## src/rtl/nav_spi_responder_if.sv

```systemverilog
// SPI pad bundle between a PMOD NAV style initiator and the in-fabric responder.
interface nav_spi_responder_if;
    logic cs_n;
    logic spc;
    logic mosi;
    logic miso;
    logic miso_oe;

    modport master (
        output cs_n,
        output spc,
        output mosi,
        input  miso,
        input  miso_oe
    );

    modport slave (
        input  cs_n,
        input  spc,
        input  mosi,
        output miso,
        output miso_oe
    );
endinterface

```

## src/rtl/nav_spi_responder.sv

```systemverilog
// LSM9DS1-style SPI responder (mode 3) backed by a 128 x 8 register file.
// Command byte = {rw, addr[6:0]}, then auto-incrementing data bytes.
module nav_spi_responder #(
    parameter logic [7:0]  WHO_AM_I_VAL = 8'h68,
    parameter int unsigned SYNC_STAGES  = 2
) (
    input  logic                      clk,
    input  logic                      rst,
    nav_spi_responder_if.slave        spi,
    input  logic                      ld_en,
    input  logic [6:0]                ld_addr,
    input  logic [7:0]                ld_data,
    input  logic [6:0]                rd_addr,
    output logic [7:0]                rd_data,
    output logic                      spi_wr_valid,
    output logic [6:0]                spi_wr_addr,
    output logic [7:0]                spi_wr_data
);

    localparam logic [6:0] WhoAmIAddr = 7'h0F;

    typedef enum logic [1:0] {StIdle, StCmd, StData} state_e;

    state_e state_q, state_d;

    logic [SYNC_STAGES-1:0] cs_sync_q, cs_sync_d;
    logic [SYNC_STAGES-1:0] spc_sync_q, spc_sync_d;
    logic [SYNC_STAGES-1:0] mosi_sync_q, mosi_sync_d;
    logic cs_s, spc_s, mosi_s;
    logic cs_prev_q, spc_prev_q;
    logic cs_fall, cs_rise, spc_rise, spc_fall;

    logic [2:0] bit_cnt_q, bit_cnt_d;
    logic [6:0] rx_q, rx_d;
    logic [7:0] rx_byte;
    logic [7:0] tx_q, tx_d;
    logic       miso_bit_q, miso_bit_d;
    logic       rw_q, rw_d;
    logic [6:0] addr_q, addr_d;
    logic       spi_we;
    logic       oe;

    logic [6:0] load_addr;
    logic [7:0] load_val;

    logic [7:0] regs_q [128];
    logic [7:0] regs_d [128];

    logic [7:0] rd_data_q, rd_data_d;
    logic       wr_valid_q, wr_valid_d;
    logic [6:0] wr_addr_q, wr_addr_d;
    logic [7:0] wr_data_q, wr_data_d;

    assign cs_sync_d   = {cs_sync_q[SYNC_STAGES-2:0], spi.cs_n};
    assign spc_sync_d  = {spc_sync_q[SYNC_STAGES-2:0], spi.spc};
    assign mosi_sync_d = {mosi_sync_q[SYNC_STAGES-2:0], spi.mosi};

    assign cs_s   = cs_sync_q[SYNC_STAGES-1];
    assign spc_s  = spc_sync_q[SYNC_STAGES-1];
    assign mosi_s = mosi_sync_q[SYNC_STAGES-1];

    assign cs_fall  = ~cs_s & cs_prev_q;
    assign cs_rise  = cs_s & ~cs_prev_q;
    assign spc_rise = spc_s & ~spc_prev_q;
    assign spc_fall = ~spc_s & spc_prev_q;

    assign rx_byte = {rx_q, mosi_s};

    // At the end of the command byte the address comes straight from the shifter.
    assign load_addr = (state_q == StCmd) ? rx_byte[6:0] : addr_q;
    assign load_val  = (load_addr == WhoAmIAddr) ? WHO_AM_I_VAL : regs_q[load_addr];

    assign oe          = (state_q == StData) && rw_q && !cs_s;
    assign spi.miso_oe = oe;
    assign spi.miso    = oe & miso_bit_q;

    assign rd_data      = rd_data_q;
    assign spi_wr_valid = wr_valid_q;
    assign spi_wr_addr  = wr_addr_q;
    assign spi_wr_data  = wr_data_q;

    // Synchronizers and edge-detect history. cs_n resets asserted so a cs_n held low
    // across reset release is not mistaken for a new falling edge.
    always_ff @(posedge clk or negedge rst) begin
        if (!rst) begin
            cs_sync_q   <= '0;
            spc_sync_q  <= '1;
            mosi_sync_q <= '0;
            cs_prev_q   <= 1'b0;
            spc_prev_q  <= 1'b1;
        end else begin
            cs_sync_q   <= cs_sync_d;
            spc_sync_q  <= spc_sync_d;
            mosi_sync_q <= mosi_sync_d;
            cs_prev_q   <= cs_s;
            spc_prev_q  <= spc_s;
        end
    end

    // Protocol state register.
    always_ff @(posedge clk or negedge rst) begin
        if (!rst) begin
            state_q    <= StIdle;
            bit_cnt_q  <= '0;
            rx_q       <= '0;
            tx_q       <= '0;
            miso_bit_q <= 1'b0;
            rw_q       <= 1'b0;
            addr_q     <= '0;
        end else begin
            state_q    <= state_d;
            bit_cnt_q  <= bit_cnt_d;
            rx_q       <= rx_d;
            tx_q       <= tx_d;
            miso_bit_q <= miso_bit_d;
            rw_q       <= rw_d;
            addr_q     <= addr_d;
        end
    end

    // Next-state: command decode, byte framing, read preload and write commit.
    always_comb begin
        state_d    = state_q;
        bit_cnt_d  = bit_cnt_q;
        rx_d       = rx_q;
        tx_d       = tx_q;
        miso_bit_d = miso_bit_q;
        rw_d       = rw_q;
        addr_d     = addr_q;
        spi_we     = 1'b0;

        unique case (state_q)
            StIdle: begin
                if (cs_fall) begin
                    state_d   = StCmd;
                    bit_cnt_d = '0;
                end
            end
            StCmd: begin
                if (spc_rise) begin
                    rx_d      = rx_byte[6:0];
                    bit_cnt_d = bit_cnt_q + 3'd1;
                    if (bit_cnt_q == 3'd7) begin
                        state_d = StData;
                        rw_d    = rx_byte[7];
                        if (rx_byte[7]) begin
                            tx_d   = load_val;
                            addr_d = rx_byte[6:0] + 7'd1;
                        end else begin
                            addr_d = rx_byte[6:0];
                        end
                    end
                end
            end
            StData: begin
                if (spc_rise) begin
                    rx_d      = rx_byte[6:0];
                    bit_cnt_d = bit_cnt_q + 3'd1;
                    if (bit_cnt_q == 3'd7) begin
                        addr_d = addr_q + 7'd1;
                        if (rw_q) begin
                            tx_d = load_val;
                        end else begin
                            spi_we = 1'b1;
                        end
                    end
                end
                // Loaded byte stays in tx_q until the next falling edge presents its MSB.
                if (spc_fall) begin
                    miso_bit_d = tx_q[7];
                    tx_d       = {tx_q[6:0], 1'b0};
                end
            end
            default: state_d = StIdle;
        endcase

        // Deselect always wins; any partial byte is dropped.
        if (cs_rise) begin
            state_d   = StIdle;
            bit_cnt_d = '0;
        end
    end

    // Register file next-state: SPI write applied last so it wins a same-address collision.
    always_comb begin
        regs_d = regs_q;
        if (ld_en && (ld_addr != WhoAmIAddr)) begin
            regs_d[ld_addr] = ld_data;
        end
        if (spi_we && (addr_q != WhoAmIAddr)) begin
            regs_d[addr_q] = rx_byte;
        end
    end

    // Register file storage.
    always_ff @(posedge clk or negedge rst) begin
        if (!rst) begin
            for (int i = 0; i < 128; i++) begin
                regs_q[i] <= '0;
            end
        end else begin
            regs_q <= regs_d;
        end
    end

    // Local read port and SPI write notification next-state.
    always_comb begin
        rd_data_d  = (rd_addr == WhoAmIAddr) ? WHO_AM_I_VAL : regs_q[rd_addr];
        wr_valid_d = spi_we;
        wr_addr_d  = spi_we ? addr_q : wr_addr_q;
        wr_data_d  = spi_we ? rx_byte : wr_data_q;
    end

    // Registered local-side outputs.
    always_ff @(posedge clk or negedge rst) begin
        if (!rst) begin
            rd_data_q  <= '0;
            wr_valid_q <= 1'b0;
            wr_addr_q  <= '0;
            wr_data_q  <= '0;
        end else begin
            rd_data_q  <= rd_data_d;
            wr_valid_q <= wr_valid_d;
            wr_addr_q  <= wr_addr_d;
            wr_data_q  <= wr_data_d;
        end
    end

endmodule

```

## src/flat_wrapper.sv

```systemverilog
// flat-port wrapper written by rule: the top's interface ports become plain ports
module nav_spi_responder_flat 
#(
    parameter logic [7:0]  WHO_AM_I_VAL = 8'h68,
    parameter int unsigned SYNC_STAGES  = 2
)
  (clk, rst, ld_en, ld_addr, ld_data, rd_addr, rd_data, spi_wr_valid, spi_wr_addr, spi_wr_data, spi_cs_n, spi_spc, spi_mosi, spi_miso, spi_miso_oe);
  nav_spi_responder_if spi_i ();
  input  logic clk;
  input  logic rst;
  input  logic ld_en;
  input  logic [6:0] ld_addr;
  input  logic [7:0] ld_data;
  input  logic [6:0] rd_addr;
  output logic [7:0] rd_data;
  output logic spi_wr_valid;
  output logic [6:0] spi_wr_addr;
  output logic [7:0] spi_wr_data;
  input wire logic [$bits(spi_i.cs_n)-1:0] spi_cs_n;
  input wire logic [$bits(spi_i.spc)-1:0] spi_spc;
  input wire logic [$bits(spi_i.mosi)-1:0] spi_mosi;
  output wire logic [$bits(spi_i.miso)-1:0] spi_miso;
  output wire logic [$bits(spi_i.miso_oe)-1:0] spi_miso_oe;
  assign spi_i.cs_n = spi_cs_n;
  assign spi_i.spc = spi_spc;
  assign spi_i.mosi = spi_mosi;
  assign spi_miso = spi_i.miso;
  assign spi_miso_oe = spi_i.miso_oe;
  nav_spi_responder #(.WHO_AM_I_VAL(WHO_AM_I_VAL), .SYNC_STAGES(SYNC_STAGES)) u_core (.clk(clk), .rst(rst), .spi(spi_i), .ld_en(ld_en), .ld_addr(ld_addr), .ld_data(ld_data), .rd_addr(rd_addr), .rd_data(rd_data), .spi_wr_valid(spi_wr_valid), .spi_wr_addr(spi_wr_addr), .spi_wr_data(spi_wr_data));
endmodule
```

## config.mk

```make
export PLATFORM = sky130hd
export DESIGN_NAME = nav_spi_responder_flat
export DESIGN_NICKNAME = d
export VERILOG_FILES = /design/src/rtl/nav_spi_responder_if.sv /design/src/rtl/nav_spi_responder.sv /design/src/flat_wrapper.sv
export SDC_FILE = /design/constraint.sdc
export NUM_CORES = 2
export LEC_CHECK = 0
export CAP_MARGIN = 10
export CORE_UTILIZATION = 54
export DETAILED_ROUTE_END_ITERATION = 8
export PLACE_DENSITY_LB_ADDON = 0.25
export SLEW_MARGIN = 10
export SYNTH_ARGS = -nofsm -noshare
export SYNTH_HDL_FRONTEND = slang
export SYNTH_SLANG_ARGS = --single-unit
```

## constraint.sdc

```tcl
create_clock -name clk -period 3.3 [get_ports clk]
set_clock_uncertainty 0.2 [all_clocks]
set_input_delay 0.495 -clock clk [delete_from_list [all_inputs] [get_ports clk]]
set_output_delay 0.495 -clock clk [all_outputs]
set_load 0.05 [all_outputs]
```

==> reports/metrics.yaml <==
setup_violations: 8
post_drt_via_cell_ratio: 6.929
antenna_found_initial: 22
synth_area_mm2: 0.06801
ys_dominant_reg_cell: "dfrtp_1"
io_pins: 54
worst_setup_path_end_kind: "flop"
synth_top_cell_by_area: "dfrtp_1"
num-fill-cells: 9752
grt_first_pass_wirelength_um: 456700
portBuffers: 53
die_width_um: 356.9
required_time_of_the_critical_path_ns: 3.76
post_placement_worst_setup_slack_ns: -1.070
period_minus_slack_ns: 3.528
power.clock.fraction: 0.331
sw_frac_of_total: 0.3761
timing.reg2reg.worst_path_depth: 12
fin_util: 0.6713
cts_inserted_buffers: 130
final_common_cell: "nand2_1"
worstHoldPathType: "in2reg"
yosysSeqAreaShare: 0.3993
comb_power_share: 0.328
synth_edf_count: 0
worst_setup_path_start_kind: "flop"
start_util: 0.5472
synth.ff_latch_count: 1085
power_density_over_the_cells_mw_per_mm2: 557.8
final_hold_violation_count: 0
tritoncts: "built"
grt_pass1_vias: 61580
maxSlewViolCount: 0
timing.critical_path.to: "u_core.tx_q[6]$_DFFE_PN0P_"
dieArea_mm2: 0.1274
drive_above_1_share: 0.2273
power.static_leakage_nw: 34.26
drt_iter0_drc: 9980
worstSetupPathType: "reg2reg"
finish.net_count: 7812
rsz0062_at_grt: "yes"
routed_wire_length_per_instance_um: 33.93
net-switching-power_mw: 17.50
holdWs_ns: 0.03646
grt_max_degree: 134
critical_path_arrival_ns: 3.98
cp-startpoint: "u_core.state_q[1]$_DFFE_PN0P_"
ys_warn_count: 0
grt_util_all_layers: 0.5006
worst_reg2reg_setup_slack_ns: -0.23
post_synth_inst_count: 7276
clock_tree.buffer_depth: 3
worst_slack_ns: -0.2279
leading_cell_types_in_the_layout_fill_and_taps_excluded: "1511 x nand2_1, 1073 x dfrtp_1, 954 x mux2i_1"
htree_levels: 4
layout-area-overhead-vs-synth_pct: 22.68
maxCapViolCount: 0
routed-via-count: 65990
die-height_um: 356.9
cell_at_the_root_of_the_clock_tree: "clkbuf_16"
synth_nets: 7313
ys_top_cells_by_area: "dfrtp_1 40%, mux2i_1 14%, mux4_2 13%"
synth.lib_cells_used.distinct: 73
crit_fanout: 8
maximum_frequency_from_static_timing_analysis_mhz: 283.5
outcome: "finished with violations"
placeableCoreArea_mm2: 0.1243
drt_drc: 0
post-synth-top-area-fraction: 0.3981
gp_congestion: 1.091
final_antenna_net_count: 0
internal-power_mw: 29.04
final_design_area_no_fill_mm2: 0.08343
clk_pin_slew_ns: 0.07
tritoncts_num_sinks: 1085
final_min_period_over_clock_period: 1.069
violations_in_the_final_reports: "negative setup slack"
rr_startpoint: "u_core.state_q[1]$_DFFE_PN0P_"
ir_drop_mv: 0.7911
grt.overflow.total: 0
finalWirelength_um: 323100
hpwl_um: 223700
post-place-cells: 9203
max-slew-margin-rel: 0.1840
synth_area_per_cell_um2: 9.347
number_of_placement_rows: 129
worst-slew-pin-transition_ns: 1.217
synth-async-reset-ratio: 1.000
dpl-instance-area_mm2: 0.07668
instances_no_fill: 9523
clk-insertion-delay-late_ns: 0.79
drt_pre_antenna_iters: 9
destination_of_the_worst_register_to_register_timing_path: "u_core.tx_q[6]$_DFFE_PN0P_"
seqPwrFrac: 0.341
flip-flops by register name (all words and copies together) (netlist names), 2 cells and up:
register            count
u_core.state_q          2
u_core.regs_q        1024
u_core.bit_cnt_q        3
u_core.spi_wr_addr      7
u_core.tx_q             8
u_core.spi_wr_data      8
u_core.mosi_sync_q      2
u_core.cs_sync_q        2
u_core.addr_q           7
u_core.rx_q             7
u_core.rd_data          8
u_core.spc_sync_q       2
layer usage:
| layer | track usage | vias up | wire length, µm | share of wire |
|---|---|---|---|---|
| li1 | - | 27030 | - | - |
| met1 | 0.6536 | 32390 | 117900 | 0.36 |
| met2 | 0.7257 | 5305 | 136700 | 0.42 |
| met3 | 0.1483 | 1245 | 41900 | 0.13 |
| met4 | 0.3275 | 20 | 26510 | 0.082 |
| met5 | 0 | - | 144 | 0.00045 |
cell families after synthesis:
kind of cell,after synthesis,synth area share
simple gates,2672,0.1585
fa+ha+maj,9,0.001656
buf+inv,671,0.04241
flops,1085,0.3993
compound gates,1448,0.1190
xor+xnor,6,0.0007727
mux,1385,0.2784
cell usage after synthesis, drive strengths merged (60+ instances only):
cell,count
nand2,1532
a22oi,60
mux4,402
dfrtp,1082
nor2,702
a31oi,75
buf,179
clkbuf,484
o21ai,588
mux2i,960
nand3,277
a21oi,570
how the worst min path moves through the flow:
stage,to,cells past startpoint,start,slack [ns]
floorplan,u_core.addr_q[0]$_DFFE_PN0P_,0,rst,-0.0006
global placement,u_core.mosi_sync_q[1]$_DFF_PN0_,0,u_core.mosi_sync_q[0]$_DFF_PN0_,0.13
detailed placement,u_core.cs_sync_q[1]$_DFF_PN0_,0,u_core.cs_sync_q[0]$_DFF_PN0_,0.14
CTS,u_core.regs_q[821]$_DFF_PN0_,3,ld_data[5],0.005
global route,u_core.regs_q[661]$_DFF_PN0_,3,ld_data[5],0.03
finish,u_core.regs_q[821]$_DFF_PN0_,3,ld_data[5],0.04
area by class of cell:
cell class / instances / area (µm²) / share of cell area
repair buffers: 1029 / 10470 / 0.1255
clock buffers: 186 / 3810 / 0.04567
inverters: 8 / 30.03 / 0.0003599
clock inverters: 45 / 653.1 / 0.007829
well taps: 1637 / 2048 / 0.02455
multi-input cells: 5521 / 39200 / 0.4699
flip-flops and latches: 1085 / 27190 / 0.3259
diodes: 12 / 30.03 / 0.0003599
what timing repair did:
item                                    CTS  global route
hold buffers                              5             0
pin swaps                                22            33
cloned                                    4             5
endpoints found under the setup margin  287           193
hold endpoints to repair                227             0
buffers inserted                         36            31
resized for setup                       156           133
stage by stage:
step                total power, mW  setup TNS, ns
floorplan                     22.42              0
global placement              29.15         -48.50
detailed placement            29.31         -33.58
CTS                           45.19        -0.4194
global route                  47.32         -1.405
finish                        46.54         -1.230
worst max-delay path: stages (launching register included):
cell and delay (ns):
dfrtp_1 0.40, inv_2 0.11, ha_4 0.19, mux2_8 0.48
buf_4 0.21, mux4_2 0.48, a2111oi_4 0.45, buf_4 0.18
a221oi_2 0.05, nor3_2 0.26, buf_4 0.18, o31a_1 0.14
nor3_2 0.05
power by group through the flow:
stage                     clock network [mW]  registers, mW  logic (mW)
final                                   15.4           15.9        15.3
after global routing                    15.9           15.9        15.5
after CTS                               15.4           15.8        14.0
after detailed placement                   0           16.0        13.3
after global placement                     0           16.0        13.2
after floorplan                            0           15.4        7.02
(Power assumes the default switching activity.)
